[src/rtl/ldpc_iter_ctrl.sv]
// Iteration controller for a layered LDPC decoder: sequences load, check-node and
// variable-node phases, requests syndrome checks, and terminates on convergence, limit or abort.
module ldpc_iter_ctrl #(
  parameter int ITER_W = 6,
  parameter int CN_CYC = 2,
  parameter int VN_CYC = 2
) (
  input  logic              clk,
  input  logic              rst_n,
  input  logic              start,
  input  logic              abort,
  input  logic [ITER_W-1:0] max_iter,
  input  logic              syn_valid,
  input  logic              syn_zero,
  output logic              ld_en,
  output logic              cn_en,
  output logic              vn_en,
  output logic              syn_req,
  output logic              busy,
  output logic              done,
  output logic              success,
  output logic [ITER_W-1:0] iter_cnt
);

  localparam int PH_MAX = (CN_CYC > VN_CYC) ? CN_CYC : VN_CYC;
  localparam int PH_W   = (PH_MAX > 1) ? $clog2(PH_MAX) : 1;
  localparam logic [PH_W-1:0] CN_LAST = PH_W'(CN_CYC - 1);
  localparam logic [PH_W-1:0] VN_LAST = PH_W'(VN_CYC - 1);

  typedef enum logic [2:0] {
    S_IDLE,
    S_LOAD,
    S_CN,
    S_VN,
    S_SYN,
    S_FIN
  } state_t;

  state_t            state_q, state_d;
  logic [PH_W-1:0]   ph_q, ph_d;
  logic [ITER_W-1:0] lim_q, lim_d;
  logic [ITER_W-1:0] iter_q, iter_d;
  logic              succ_q, succ_d;
  logic              ld_q, cn_q, vn_q, sreq_q, busy_q, done_q;

  always_comb begin
    state_d = state_q;
    ph_d    = ph_q;
    lim_d   = lim_q;
    iter_d  = iter_q;
    succ_d  = succ_q;
    unique case (state_q)
      S_IDLE: begin
        if (start) begin
          state_d = S_LOAD;
          lim_d   = (max_iter == '0) ? ITER_W'(1) : max_iter;
          iter_d  = '0;
          succ_d  = 1'b0;
        end
      end
      S_LOAD: begin
        if (abort) begin
          state_d = S_FIN;
        end else begin
          state_d = S_CN;
          ph_d    = '0;
        end
      end
      S_CN: begin
        if (abort) begin
          state_d = S_FIN;
        end else if (ph_q == CN_LAST) begin
          state_d = S_VN;
          ph_d    = '0;
        end else begin
          ph_d = ph_q + PH_W'(1);
        end
      end
      S_VN: begin
        if (abort) begin
          state_d = S_FIN;
        end else if (ph_q == VN_LAST) begin
          state_d = S_SYN;
          if (iter_q != '1) iter_d = iter_q + ITER_W'(1);
        end else begin
          ph_d = ph_q + PH_W'(1);
        end
      end
      S_SYN: begin
        // abort outranks a syndrome result arriving in the same cycle
        if (abort) begin
          state_d = S_FIN;
        end else if (syn_valid) begin
          if (syn_zero) begin
            state_d = S_FIN;
            succ_d  = 1'b1;
          end else if (iter_q >= lim_q) begin
            state_d = S_FIN;
          end else begin
            state_d = S_CN;
            ph_d    = '0;
          end
        end
      end
      S_FIN:   state_d = S_IDLE;
      default: state_d = S_IDLE;
    endcase
  end

  // Output flags are registered from the next state so they line up with state_q.
  always_ff @(posedge clk or negedge rst_n) begin
    if (!rst_n) begin
      state_q <= S_IDLE;
      ph_q    <= '0;
      lim_q   <= '0;
      iter_q  <= '0;
      succ_q  <= 1'b0;
      ld_q    <= 1'b0;
      cn_q    <= 1'b0;
      vn_q    <= 1'b0;
      sreq_q  <= 1'b0;
      busy_q  <= 1'b0;
      done_q  <= 1'b0;
    end else begin
      state_q <= state_d;
      ph_q    <= ph_d;
      lim_q   <= lim_d;
      iter_q  <= iter_d;
      succ_q  <= succ_d;
      ld_q    <= (state_d == S_LOAD);
      cn_q    <= (state_d == S_CN);
      vn_q    <= (state_d == S_VN);
      sreq_q  <= (state_d == S_SYN) && (state_q != S_SYN);
      busy_q  <= (state_d != S_IDLE);
      done_q  <= (state_d == S_FIN);
    end
  end

  assign ld_en    = ld_q;
  assign cn_en    = cn_q;
  assign vn_en    = vn_q;
  assign syn_req  = sreq_q;
  assign busy     = busy_q;
  assign done     = done_q;
  assign success  = succ_q;
  assign iter_cnt = iter_q;

endmodule
[config.mk]
export PLATFORM = sky130hd
export DESIGN_NAME = ldpc_iter_ctrl
export DESIGN_NICKNAME = d
export VERILOG_FILES = /design/src/rtl/ldpc_iter_ctrl.sv
export SDC_FILE = /design/constraint.sdc
export NUM_CORES = 1
export LEC_CHECK = 0
export CAP_MARGIN = 20
export CORE_ASPECT_RATIO = 1.25
export CORE_MARGIN = 1
export CORE_UTILIZATION = 49
export DETAILED_ROUTE_END_ITERATION = 16
export HOLD_SLACK_MARGIN = 0.15
export PLACE_DENSITY = 0.77
export SYNTH_ARGS = -nofsm -noshare
export SYNTH_HDL_FRONTEND = slang
export SYNTH_SLANG_ARGS = --single-unit
[constraint.sdc]
create_clock -name clk -period 1.9 [get_ports clk]
set_input_delay 0.285 -clock clk [delete_from_list [all_inputs] [get_ports clk]]
set_output_delay 0.285 -clock clk [all_outputs]
set_load 0.005 [all_outputs]
# Word level (Yosys, flattened, before mapping)
# Index checks and enable logic that the tools add are counted.
# op_classes
reduce_logical	11
mux	32
eq_ne	22
magnitude_cmp	1
n_addsub	2
# op_table
operator	count
$mux W3	10
$mux W6	5
$ne A2 B2 Y1 const B	11
$pmux W3 S5	1
$mux W1	13
$eq A3 B2 Y1 const B	4
$pmux W6 S2	1
$reduce_and A5 Y1	2
$eq A3 B3 Y1 const B	3
$reduce_and A8 Y1	1
$add A6 B1 Y6 const B	1
$eq A3 B1 Y1 const B	2
$ge A6 B6 Y1	1
$logic_not A6 Y1	1
$ne A6 B6 Y1 const B	1
$pmux W1 S4	1
$reduce_bool A2 Y1	2
$reduce_bool A4 Y1	1
$logic_not A3 Y1	1
$ne A3 B3 Y1 const B	1
$reduce_bool A3 Y1	1
$pmux W1 S2	1
$reduce_and A2 Y1	1
$add A1 B1 Y1 const B	1
$logic_and A1 B1 Y1	1
# word_totals
wordCells	79
regBits	23
in_bits	12
out_inout_bits	13

# Logic depth before layout (Yosys ltp)
# Gate-level depths: netlist of the first run.
# logic_depth
word_depth	8
depth_mapped	7
mapped_depth_nobuf	7

# Worst setup path after synthesis of the first run
# No wires, ideal clock.
# synth_path
path_type	reg-to-reg
startpoint	register iter_q[5] (netlist: iter_cnt[5])
endpoint	register cn_q (netlist: cn_en)
path_slack_ns	0.272
setup_ns	0.071
required_ns	1.829
arrival_ns	1.557
stages_incl_launch_ff	7
period_less_slack_ns	1.628
path_cell_list	dfrtp_1 -> ha_1 -> a211oi_2 -> o211ai_1 -> o21bai_1 -> o221a_2 -> nor2_1
# synth_between
elab_chain_len	7
# synth_rtl
element	line	text
start: declaration	42	logic [ITER_W-1:0] iter_q, iter_d;
start signal: assignment	128	iter_q <= iter_d;
$ge A6 B6 Y1	97	end else if (iter_q >= lim_q) begin
$mux W3	97	
$mux W3	94	if (syn_zero) begin
$mux W3	93	end else if (syn_valid) begin
$mux W3	91	if (abort) begin
$pmux W3 S5	52	unique case (state_q)
$eq A3 B2 Y1	131	cn_q <= (state_d == S_CN);
end signal: assignment	131	
end: declaration	44	logic ld_q, cn_q, vn_q, sreq_q, busy_q, done_q;
# Every way passes these cells.
# A chain may end at the register's enable or synchronous reset.

# Worst setup path in the final report of the first run
# Ends and elaborated chain as after synthesis.

==> results.cfg, run 1 <==
[pwr]
ir_worst_vdd_mv = 0.8967
leakage_nw = 0.6846
cellPowerDensity_nw_per_um2 = 1135

[grt]
grt_overflow = 0
antenna_found_initial = 0
grt_max_degree = 24
grt_use_total = 0.2148
grt_pass1_vias = 910
grt_first_pass_wirelength_um = 4057

[synth]
synth_adder_area_share = 0.07431
synth_edf_count = 0
netlist_instances = 121
synth_top_family_by_area = simple AND/OR/NAND/NOR gates
async_reset_ff_frac = 1.000
ys.flop_type = dfrtp_1
synth.top_cell.area_share = 0.4883
synthSimpleGateAreaFrac = 0.1762
ys_ff_latch = 23
synth_nets = 140
synth_compound_area_frac = 0.1645
synth_common_cells = 23 x dfrtp_1, 14 x nand2_1, 11 x inv_1
ys_types = 32
yosysTopAreaCell = dfrtp_1
synth_top_cells_by_area = dfrtp_1 49%, ha_1 7.4%, nand2_1 4.5%
synth_seq_area_share = 0.4883
yosysMostFrequentCell = dfrtp_1
synth_xor_area_frac = 0.03715
yosys_warnings = 0
synthMuxAreaShare = 0.008493
syn_area_per_cell_um2 = 9.741
syn-cell-area_um2 = 1179

[worst_setup_path]
cp.arrival_ns = 2.02
cp-start-kind = flop
path_class = reg2reg
endpoint_kind = flop
r2r-start = iter_cnt[5]$_DFFE_PN0P_
critPathRequiredTime_ns = 2.14
cp_max_fo = 3
startpoint = iter_cnt[5]$_DFFE_PN0P_

[finish]
area_growth_pct = 29.09
drive_above_1_share = 0.1391
antenna_cells = 0
fin_area_um2 = 1521
fin_nets = 171
utilization = 0.6809
final_cells = 182

[floorplan]
die_width_um = 45.87
initial_core_util = 0.5274
rows = 19
fp.dieH_um = 56.84
core-area_um2 = 2235
die_area_um2 = 2607
ios = 25

[status]
status = finished clean

[sta]
rsz0062_at_grt = false
worst_pin_slew_ns = 0.3291
min_period_ns = 1.784
final.period_utilization = 0.9392
fmax_ghz = 0.5604
slew_headroom = 0.7806
hold_violations = 0
setup_tns_ns = 0
slew_violations = 0
setup_slack_ns = 0.1155
clock_skew_ns = 0.009365
setup_violations = 0

[routing]
final_antenna_net_count = 0
vias = 990
wl_um = 2554
drtIter0Drc = 13
post_drt_via_cell_ratio = 5.440
drtPass1Iterations = 4
wl_per_cell_um = 14.03
drcViolationCount = 0

[place]
hpwl_um = 1950
placed_area_um2 = 1458
dp_slack_ns = 0.07894
port_buffers = 24
place.gp.congestion = 0.8768
place_inst = 175

[clocking]
htreeDepth = 1
clkSlewWorstSetupHoldPaths_ns = 0.12
cts.sinks = 23
cts_made_buffers = 3
clock_latency_ns = 0.30
cts_tree = done
clk_path_buf_depth = 2
root_buffer = clkbuf_4

[min_path]
hold_path_class = in2async

[flow_run]
max_cap_viol_count = 0
## final cells by class
| type | count | area, um2 |
|---|---|---|
| well taps | 31 | 38.79 |
| flip-flops and latches | 23 | 576.8 |
| repair buffers | 29 | 277.8 |
| multi-input cells | 83 | 556.8 |
| inverters | 12 | 45.04 |
| fillers | 197 | 713.2 |
| clock buffers | 4 | 26.28 |
## cell usage in the layout (no fill, tap or decap), types with 2 or more instances in the layout
cell type | synthesis | routed
buf_4 | 0 | 5
inv_1 | 11 | 11
nand4_1 | 3 | 3
dfrtp_1 | 23 | 22
nand3_1 | 6 | 6
nand2_1 | 14 | 14
clkdlybuf4s50_1 | 0 | 24
nor3_1 | 2 | 2
ha_1 | 7 | 7
o211ai_1 | 2 | 2
clkbuf_4 | 0 | 3
xor2_1 | 3 | 3
o21ai_0 | 10 | 10
nor2_1 | 10 | 10
xnor2_1 | 2 | 2
a21oi_1 | 6 | 4
a21oi_2 | 0 | 2
## critical path, stage by stage, from the launching register on
cell,delay (ns)
dfrtp_1,0.40
ha_1,0.35
a211oi_2,0.29
o211ai_1,0.11
o21bai_1,0.21
o221a_2,0.29
nor2_1,0.08
## flip-flops by register name, summed over array words and instances, names as in the netlist
name,count
iter_cnt,6
lim_q,6
state_q,3
busy,1
cn_en,1
done,1
ld_en,1
ph_q,1
success,1
syn_req,1
vn_en,1
## cell families (layout without fill, tap and decap cells)
| family | count (synthesis) | after routing |
|---|---|---|
| muxes | 1 | 1 |
| xor gates and xnor gates | 5 | 5 |
| DFF | 23 | 23 |
| AOI/OAI and AO/OA | 28 | 28 |
| buffers and inverters | 15 | 45 |
| and+or+nand+nor | 42 | 42 |
| adders and majority gates | 7 | 7 |
## per-stage QoR
| step | hold WS (ns) | total power, mW |
|---|---|---|
| floorplan | -0.01059 | 1.201 |
| global placement | 0.4784 | 1.440 |
| detailed placement | 0.4804 | 1.482 |
| CTS | 0.3182 | 1.704 |
| global route | 0.3440 | 1.884 |
| finish | 0.3168 | 1.727 |
## where the power goes
part | total [mW] | internal [mW] | switching (mW)
Sequential | 0.760 | 0.647 | 0.113
Clock | 0.218 | 0.0818 | 0.136
Combinational | 0.749 | 0.352 | 0.397
## worst paths after layout
check,endpoint,slack [ns],cells past startpoint
max in group asynchronous,iter_cnt[0]$_DFFE_PN0P_,1.34,2
worst min-delay path,ld_en$_DFF_PN0_,0.32,2
min in group clk,success$_DFFE_PN0P_,0.50,1
worst min register to register,success$_DFFE_PN0P_,0.50,1
worst max-delay path,cn_en$_DFF_PN0_,0.12,6
worst max register to register,cn_en$_DFF_PN0_,0.12,6
## metal layers
layer / share of wire / GRT usage / vias to the layer above
li1: - / - / 479
met1: 0.39 / 0.2469 / 485
met2: 0.57 / 0.3843 / 20
met3: 0.026 / 0.01929 / 6
met4: 0.022 / 0.08824 / 0
met5: 0 / 0 / -
## repair_timing
| item | 4_1_cts | 5_1_grt |
|---|---|---|
| endpoints found under the hold margin | 0 | 0 |
| gates resized for setup | 0 | 4 |
| buffers inserted | 0 | 3 |
| setup endpoints to repair | 0 | 5 |
| hold buffers | 0 | 0 |
(Power assumes the default switching activity.)
==> inputs of run 2 (changes only) <==
==> constraint.sdc (replaced) <==
create_clock -name clk -period 1.9 [get_ports clk]
set_input_delay 0.38 -clock clk [delete_from_list [all_inputs] [get_ports clk]]
set_output_delay 0.38 -clock clk [all_outputs]
set_load 0.005 [all_outputs]
==> results.cfg, run 2 (synthesis results as in run 1) <==
[worst_setup_path]
path_class = reg2reg
cpPeakStageDelay_ns = 0.42
r2r-start = iter_cnt[5]$_DFFE_PN0P_
cp.arrival_ns = 1.98
endpoint_kind = flop
cp_slowest_cell = dfrtp_1
critPathRequiredTime_ns = 2.14
startpoint = iter_cnt[5]$_DFFE_PN0P_
crit_path_cell_trace = ha_1, a211oi_2, o211ai_1, o21bai_1, o221a_2, nor2_1
cp_max_fo = 3
cp-start-kind = flop
r2r_slack_ns = 0.16

[pwr]
leakage_nw = 0.6847
ir_worst_vdd_mv = 0.9353
cellPowerDensity_nw_per_um2 = 1117

[status]
status = finished clean

[routing]
post_drt_via_cell_ratio = 5.368
vias = 977
drtPass1Iterations = 3
drcViolationCount = 0
wl_um = 2379
wl_per_cell_um = 13.07
drtIter0Drc = 8
final_antenna_net_count = 0

[grt]
grt_first_pass_wirelength_um = 4202
grt_overflow = 0
antenna_found_initial = 0
grt_pass1_vias = 1002
grt_max_degree = 24
grt_use_total = 0.2168

[place]
placed_area_um2 = 1465
hpwl_um = 1888
dp_slack_ns = 0.07739
place.gp.congestion = 0.7243
port_buffers = 24

[sta]
slew_headroom = 0.7871
setup_violations = 0
fmax_ghz = 0.5754
final.period_utilization = 0.9147
min_period_ns = 1.738
setup_tns_ns = 0
setup_slack_ns = 0.1621
hold_violations = 0
clock_skew_ns = 0.004266
rsz0062_at_grt = false
slew_violations = 0
worst_pin_slew_ns = 0.3193
fin_hold_ws_ns = 0.4106

[floorplan]
ios = 25
fp.dieH_um = 56.84
core-area_um2 = 2235
die_width_um = 45.87
die_area_um2 = 2607
initial_core_util = 0.5274
rows = 19

[clocking]
root_buffer = clkbuf_4
cts_resized = 0
cts.sinks = 23
clk_path_buf_depth = 2
clkSlewWorstSetupHoldPaths_ns = 0.12
cts_made_buffers = 3
htreeDepth = 1
cts_tree = done
holdBufCountCts = 0
clock_latency_ns = 0.30

[flow_run]
max_cap_viol_count = 0

[finish]
fin_nets = 171
layout_common_cells = 24 x clkdlybuf4s50_1, 23 x dfrtp_1, 14 x nand2_1
mostFrequentLayoutCell = clkdlybuf4s50_1
fin_area_um2 = 1506
antenna_cells = 0
area_growth_pct = 27.81
drive_above_1_share = 0.1126

[min_path]
hold_path_class = in2async
[run 2: cell type report]
class | count | area [um2]
multi-input combinational | 83 | 543.0
timing repair buffer | 29 | 277.8
inverter | 12 | 45.04
sequential | 23 | 575.6
tap | 31 | 38.79
clock buffer | 4 | 26.28
fill | 209 | 728.2
[run 2: power by group]
part	internal [mW]	switching (mW)
clock	0.0817	0.138
sequential	0.645	0.106
combinational	0.340	0.371
total	1.07	0.615
[run 2: final timing paths]
| kind | end | cells after the start |
|---|---|---|
| hold reg to reg | success$_DFFE_PN0P_ | 1 |
| max in group asynchronous | lim_q[0]$_DFFE_PN0P_ | 2 |
| setup / recovery | cn_en$_DFF_PN0_ | 6 |
| hold / removal | iter_cnt[2]$_DFFE_PN0P_ | 2 |
| min in group clk | success$_DFFE_PN0P_ | 1 |
| setup reg to reg | cn_en$_DFF_PN0_ | 6 |
[run 2: worst max-delay path, delay by kind of cell, from the launching register on]
kind / cells / cell delay [ns]
AND/OR/NAND/NOR: 1 / 0.08
adder cells (fa/ha/maj): 1 / 0.34
flip-flops: 1 / 0.42
AO/OA/AOI/OAI: 4 / 0.84
[run 2: repair_timing]
| action | 4_1_cts | 5_1_grt |
|---|---|---|
| hold endpoints to repair | 0 | 0 |
| setup endpoints to repair | 0 | 1 |
| buffers inserted | 0 | 2 |
[run 2: stage by stage]
stage               instances  total power, mW  utilization
finish                    182            1.682       0.6741
global route              182            1.827       0.6741
CTS                       180            1.699       0.6674
detailed placement        176            1.479       0.6557
global placement          176            1.444       0.6557
floorplan                 121            1.201            -
[run 2: layer usage]
metal,GRT usage,share of wire,routed length [um]
met1,0.2490,0.41,970
met2,0.4004,0.55,1319
met3,0.01929,0.031,74
met4,0.06303,0.0059,14
met5,0,0,0
==> inputs of run 3 (changes only) <==
==> constraint.sdc (replaced) <==
create_clock -name clk -period 1.9 [get_ports clk]
set_input_delay 0.19 -clock clk [delete_from_list [all_inputs] [get_ports clk]]
set_output_delay 0.19 -clock clk [all_outputs]
set_load 0.005 [all_outputs]
==> results.cfg, run 3 (synthesis results as in run 1) <==
[status]
status = finished clean

[grt]
grt_overflow = 0
antenna_found_initial = 0
grt_first_pass_wirelength_um = 3953
grt_use_total = 0.2083
grt_max_degree = 24
grt_pass1_vias = 907

[finish]
mostFrequentLayoutCell = clkdlybuf4s50_1
final_cells = 180
fin_area_um2 = 1491
multi_input_area_um2 = 543.0
seqCellArea_um2 = 575.6
area_growth_pct = 26.54
drive_above_1_share = 0.1007
nFillCells = 195
layout_common_cells = 24 x clkdlybuf4s50_1, 23 x dfrtp_1, 14 x nand2_1
antenna_cells = 0
fin_nets = 169

[routing]
vias = 977
drtIter0Drc = 14
drtPass1Iterations = 4
wl_um = 2435
post_drt_via_cell_ratio = 5.428
drcViolationCount = 0
final_antenna_net_count = 0
wl_per_cell_um = 13.53

[clocking]
cts_resized = 0
clock_latency_ns = 0.31
post_cts_buffers = 0
cts.sinks = 23
cts_tree = done
root_buffer = clkbuf_4
holdBufCountCts = 0
clkSlewWorstSetupHoldPaths_ns = 0.13
cts_made_buffers = 3
clk_path_buf_depth = 2
htreeDepth = 1

[floorplan]
initial_core_util = 0.5274
core-area_um2 = 2235
rows = 19
ios = 25
die_area_um2 = 2607
fp.dieH_um = 56.84
die_width_um = 45.87

[sta]
clock_skew_ns = 0.008959
rsz0062_at_grt = false
setup_violations = 0
slew_violations = 0
fmax_ghz = 0.5709
worst_pin_slew_ns = 0.3588
fin_hold_ws_ns = 0.2120
slew_headroom = 0.7608
final.period_utilization = 0.9218
min_period_ns = 1.752
hold_violations = 0
setup_tns_ns = 0

[pwr]
combPwrFrac = 0.423
leakage_nw = 0.6745
p_sw_mw = 0.6205
cellPowerDensity_nw_per_um2 = 1131
ir_worst_vdd_mv = 0.9238
p_int_mw = 1.066
finalPower_mw = 1.687
switching_share = 0.3678
seqPwrFrac = 0.443
p_clk_frac = 0.134

[flow_run]
max_cap_viol_count = 0

[worst_setup_path]
endpoint_kind = flop
cp.arrival_ns = 2.00
path_class = reg2reg
critPathRequiredTime_ns = 2.15
cp_max_fo = 4
cp-start-kind = flop

[place]
placed_area_um2 = 1465
port_buffers = 24
place_inst = 176
hpwl_um = 1864
place.gp.congestion = 0.8529

[min_path]
hold_path_class = in2async
==> run 3: cell count changes in the layout (fill, tap and decap cells not counted) <==
cell   change
buf_4      -2
==> run 3: area by class of cell <==
cell class | instances | share of cell area
sequential | 23 | 0.3859
multi-input combinational | 83 | 0.3641
timing repair buffer | 27 | 0.1762
inverter | 12 | 0.03020
tap | 31 | 0.02601
clock buffer | 4 | 0.01762
==> run 3: critical path, stage by stage (launching register included) <==
cell and delay (ns):
dfrtp_1 0.44, ha_1 0.35, a211oi_2 0.21, o211ai_1 0.11, o21bai_1 0.21, o221a_2 0.28, nor2_1 0.07
==> run 3: power by group through the flow <==
stage               logic [mW]  clock network (mW)  registers [mW]
floorplan                0.468                   0           0.733
global placement         0.702                   0           0.750
detailed placement       0.721                   0           0.758
CTS                      0.721               0.228           0.748
global route             0.803               0.256           0.766
finish                   0.714               0.225           0.747
==> run 3: final timing paths <==
check,from,endpoint,cells after the start,slack [ns]
setup / recovery,iter_cnt[5]$_DFFE_PN0P_,cn_en$_DFF_PN0_,6,0.15
setup reg to reg,iter_cnt[5]$_DFFE_PN0P_,cn_en$_DFF_PN0_,6,0.15
max in group asynchronous,rst_n,cn_en$_DFF_PN0_,2,1.46
hold / removal,rst_n,iter_cnt[3]$_DFFE_PN0P_,2,0.21
hold reg to reg,success$_DFFE_PN0P_,success$_DFFE_PN0P_,1,0.51
min in group clk,max_iter[3],lim_q[3]$_DFFE_PN0P_,3,0.46
==> run 3: metal layers <==
| metal | vias up | global-route usage | share of wire |
|---|---|---|---|
| met2 | 33 | 0.3441 | 0.51 |
| met1 | 455 | 0.2693 | 0.43 |
| li1 | 478 | - | - |
| met3 | 11 | 0.01929 | 0.038 |
| met5 | - | 0 | 0 |
| met4 | 0 | 0.08403 | 0.021 |
==> run 3: metrics by stage <==
| step | setup WS, ns | util |
|---|---|---|
| finish | 0.1485 | 0.6674 |
| global route | 0.06670 | 0.6674 |
| CTS | 0.1520 | 0.6674 |
| detailed placement | 0.1722 | 0.6557 |
| global placement | 0.2282 | 0.6557 |
| floorplan | 0.2721 | - |
